## config.mk

```make
export PLATFORM = sky130hd
export DESIGN_NAME = cdc_handshake_tx
export DESIGN_NICKNAME = d
export VERILOG_FILES = /design/src/rtl/cdc_handshake_pkg.sv /design/src/rtl/cdc_handshake_tx_synchronizer.sv /design/src/rtl/cdc_handshake_tx.sv
export SDC_FILE = /design/constraint.sdc
export NUM_CORES = 1
export LEC_CHECK = 0
export BUFFER_PORTS_ARGS = -buffer_cell sky130_fd_sc_hd__buf_2
export CORE_MARGIN = 2
export CORE_UTILIZATION = 45
export DETAILED_ROUTE_END_ITERATION = 10
export PLACE_DENSITY = 0.72
export SETUP_SLACK_MARGIN = 0.4
export SLEW_MARGIN = 20
export SYNTH_ARGS = -nofsm -noshare
export SYNTH_HDL_FRONTEND = slang
export SYNTH_SLANG_ARGS = --single-unit
```

## constraint.sdc

```tcl
create_clock -name clk_in -period 2.25 [get_ports clk_in]
set_input_delay 0.1125 -clock clk_in [delete_from_list [all_inputs] [get_ports clk_in]]
set_output_delay 0.1125 -clock clk_in [all_outputs]
set_load 0.005 [all_outputs]
```

## src/rtl/cdc_handshake_pkg.sv

```systemverilog
// cdc_handshake_pkg: shared handshake state encoding and default synchronizer depth
package cdc_handshake_pkg;
  typedef enum logic [1:0] {IDLE, REQ, RELEASE} hs_state_t;
  localparam int SYNC_DEPTH_DEF = 2;
endpackage

```

## src/rtl/cdc_handshake_tx_synchronizer.sv

```systemverilog
// synchronizer: DEPTH-stage flop chain for an asynchronous bit, preloaded with the input on reset
module synchronizer #(
  parameter int DEPTH = 2
) (
  input  logic clk_in,
  input  logic rst_in,
  input  logic d_in,
  output logic q_out
);
  logic [DEPTH-1:0] sync_q, sync_d;
  always_comb sync_d = {sync_q[DEPTH-2:0], d_in};
  always_ff @(posedge clk_in) begin
    if (rst_in) sync_q <= {DEPTH{d_in}};
    else sync_q <= sync_d;
  end
  assign q_out = sync_q[DEPTH-1];
endmodule

```

## src/rtl/cdc_handshake_tx.sv

```systemverilog
// cdc_handshake_tx: source side of a four-phase req/ack crossing carrying a WIDTH-bit word
module cdc_handshake_tx
  import cdc_handshake_pkg::*;
#(
  parameter int WIDTH      = 8,
  parameter int SYNC_DEPTH = SYNC_DEPTH_DEF,
  parameter int COUNT_W    = 16
) (
  input  logic               clk_in,
  input  logic               rst_in,
  input  logic [WIDTH-1:0]   data_in,
  input  logic               valid_in,
  output logic               ready_out,
  output logic               req_out,
  output logic [WIDTH-1:0]   data_out,
  input  logic               ack_in,
  output logic               done_out,
  output logic [COUNT_W-1:0] xfer_count_out
);
  hs_state_t state_q, state_d;
  logic req_q, req_d, done_q, done_d, ack_s;
  logic [WIDTH-1:0] data_q, data_d;
  logic [COUNT_W-1:0] cnt_q, cnt_d;
  synchronizer #(.DEPTH(SYNC_DEPTH)) u_ack_sync (
    .clk_in (clk_in),
    .rst_in (rst_in),
    .d_in   (ack_in),
    .q_out  (ack_s)
  );
  assign ready_out = (state_q == IDLE) && !ack_s;
  always_comb begin
    state_d = state_q;
    req_d   = req_q;
    data_d  = data_q;
    done_d  = 1'b0;
    cnt_d   = cnt_q;
    case (state_q)
      IDLE: if (valid_in && ready_out) begin
        data_d  = data_in;
        req_d   = 1'b1;
        state_d = REQ;
      end
      REQ: if (ack_s) begin
        req_d   = 1'b0;
        state_d = RELEASE;
      end
      RELEASE: if (!ack_s) begin
        state_d = IDLE;
        done_d  = 1'b1;
        cnt_d   = cnt_q + COUNT_W'(1);
      end
      default: state_d = IDLE;
    endcase
  end
  always_ff @(posedge clk_in) begin
    if (rst_in) begin
      state_q <= IDLE;
      req_q   <= 1'b0;
      data_q  <= '0;
      done_q  <= 1'b0;
      cnt_q   <= '0;
    end else begin
      state_q <= state_d;
      req_q   <= req_d;
      data_q  <= data_d;
      done_q  <= done_d;
      cnt_q   <= cnt_d;
    end
  end
  assign req_out        = req_q;
  assign data_out       = data_q;
  assign done_out       = done_q;
  assign xfer_count_out = cnt_q;
endmodule

```

==> metrics.txt <==
status=finished, final reports clean; commonest register cell after synthesis=dfxtp_1; die height=55.4 µm; DRT Pass-1 Iters=4; CP arrival=2.06 ns; count leader, synth=dfxtp_1; fraction of layout instances using a drive strength above 1=0.315; initial antenna violation count=0; Unique masters post-synth=26; CTS tree=yes; WS Path Type=register to register; insertion delay to the later sink of the worst-skew pair=0.33 ns; vias post-DR=1118; Pwr per Cell Area=697 mW/mm²; Antenna Cells=0; Yosys warning count=0; All-Layer GR Usage=0.181; Final Hold Violating Endpoints=0; routed vias/inst=5.30; top cells by count, synth=dfxtp_1, nand2_1, nor2_1, a21oi_1; core area=0.00250 mm²; worst reg2reg path endpoint=xfer_count_out[13]; H-tree levels=2; area of the multi-input gates=567 µm²; top-area cell type share of the netlist area=0.506; synthesized instance count=135; grt ovf=0; IO Pins=39; Detailed Route Iter0 Violations=20; routability cong.=0.796; start point of the critical path=u_ack_sync.sync_q[1]; die width=55.4 µm; Rel. slew slack=0.666; Power Total=1.07 mW; Lkg Pwr=0.663 nW; mapped cell area=0.00119 mm²; largest net degree at the start of global routing=30; Reg clk slew, reported paths=0.09 ns; pins over their slew limit=0; crit-path max FO=6; fin crit period=1.80 ns; CTS buffer count=5; CTS root buffer=clkbuf_4; Post-DRT Antenna Nets=0; Final Skew=0.00628 ns; leading area contributor after synthesis=dfxtp_1; final-layout fill cell count=216; Port Buffer Count=38; maximum clock path buffer count=2; vias in the first global route=993; register area=608 µm²; Area Overhead vs Synth=29.4%; max-cap violation count=0; max frequency=0.557 GHz; Worst Hold Class=input pin to register; Max VDD drop=0.480 mV; post-synthesis sequential area ratio=0.506; layout net count=194; Die Area=0.00307 mm²; Final period util=0.798; WL per Instance=12.3 µm; setup TNS=0 ns; Worst Hold Path EP=data_out[2]; Syn Nets=148; crit start category=register; RSZ-0062 raised after global routing=yes; clock tree sinks=30; Post-synth EDFFs=0; row cnt=18; worst hold path cell count=3; Fin Hold WS=0.0127 ns; HP Start=data_in[2]; initial core utilization=0.475; synth top area cells=dfxtp_1, nand2_1, a21oi_1; Final setup viols=0; Critical Path End Type=register; global-route wire length before repair=4350 µm; worst-margin pin slew=0.501 ns; RR Startpoint=u_ack_sync.sync_q[1]; asr flop ratio synth=0; WP data required=2.52 ns; R2R setup slack=0.45 ns; Post-Place Setup Slack=0.441 ns; DRC Markers=0; min setup slack post-route=0.455 ns; Yosys reg bits=30; syn_area_per_cell=8.80 µm²; final WL=2590 µm; number of cells on the worst reg-to-reg path=4
routing by layer:
layer | global-route usage | wire, µm | vias to the layer above
li1 | - | - | 554
met1 | 0.216 | 1140 | 524
met2 | 0.282 | 1260 | 34
met3 | 0.0445 | 134 | 6
met4 | 0.129 | 66 | 0
met5 | 0 | 0 | -
power by group:
part / switching, mW / internal, mW / leakage, nW / total [mW]
registers: 0.0105 / 0.546 / 0.246 / 0.556
logic: 0.0355 / 0.0330 / 0.373 / 0.0685
clock network: 0.187 / 0.258 / 0.0443 / 0.446
registers in the layout, summed over array words and instances (netlist names):
register           flops
data_out               8
done_out               1
req_out                1
state_q                2
u_ack_sync.sync_q      2
xfer_count_out        16
critical path, stage by stage (launching register included):
cell and delay [ns]:
dfxtp_2 0.36, or3b_1 0.39, or4b_4 0.51, or3_1 0.32, a21oi_1 0.15
worst max-delay path by stage:
stage,to,slack [ns],cells after the start
3_5_place_dp,xfer_count_out[13],0.44,4
5_1_grt,xfer_count_out[15],0.39,4
2_1_floorplan,xfer_count_out[15],0.40,5
3_3_place_gp,xfer_count_out[15],0.49,4
6_report,xfer_count_out[13],0.45,4
4_1_cts,xfer_count_out[13],0.42,4
stage by stage:
stage | util | instance area [µm²] | instances
4_1_cts | 0.601 | 1500 | 208
3_5_place_dp | 0.565 | 1410 | 200
3_3_place_gp | 0.565 | 1410 | 200
2_1_floorplan | - | 1190 | 135
6_report | 0.615 | 1540 | 211
5_1_grt | 0.615 | 1540 | 211
layout make-up:
cell class	instances	share of cell area
flip-flops and latches	30	0.396
clock inverters	1	0.0195
well taps	30	0.0244
multi-input cells	100	0.369
clock buffers	6	0.0334
repair buffers	44	0.158
layout by cell type (no fill, tap or decap), types with 2 or more instances in the layout:
cell / instances
nand4_1: 3
buf_4: 3
xnor2_1: 6
dfxtp_2: 6
nor3_1: 3
dlygate4sd3_1: 3
nand2_1: 22
clkbuf_4: 5
or3_1: 5
and3_1: 2
buf_2: 38
nor2_1: 16
xor2_1: 5
a21oi_1: 14
and4_1: 2
o21ai_0: 6
dfxtp_1: 24
nand3_1: 5
what timing repair did:
item,CTS,global route
buffers inserted,0,1
hold endpoints to repair,1,2
gates resized for setup,0,5
setup endpoints to repair,0,5
hold buffers,1,2
cells by family after synthesis:
kind of cell	Yosys count	synth area share
AOI/OAI and AO/OA	21	0.0917
xor gates and xnor gates	11	0.0811
adders and majority gates	1	0.0105
buffers and inverters	5	0.0221
DFF	30	0.506
muxes	2	0.0179
and+or+nand+nor	65	0.271
Note: power is estimated with default switching activity, not from simulation.
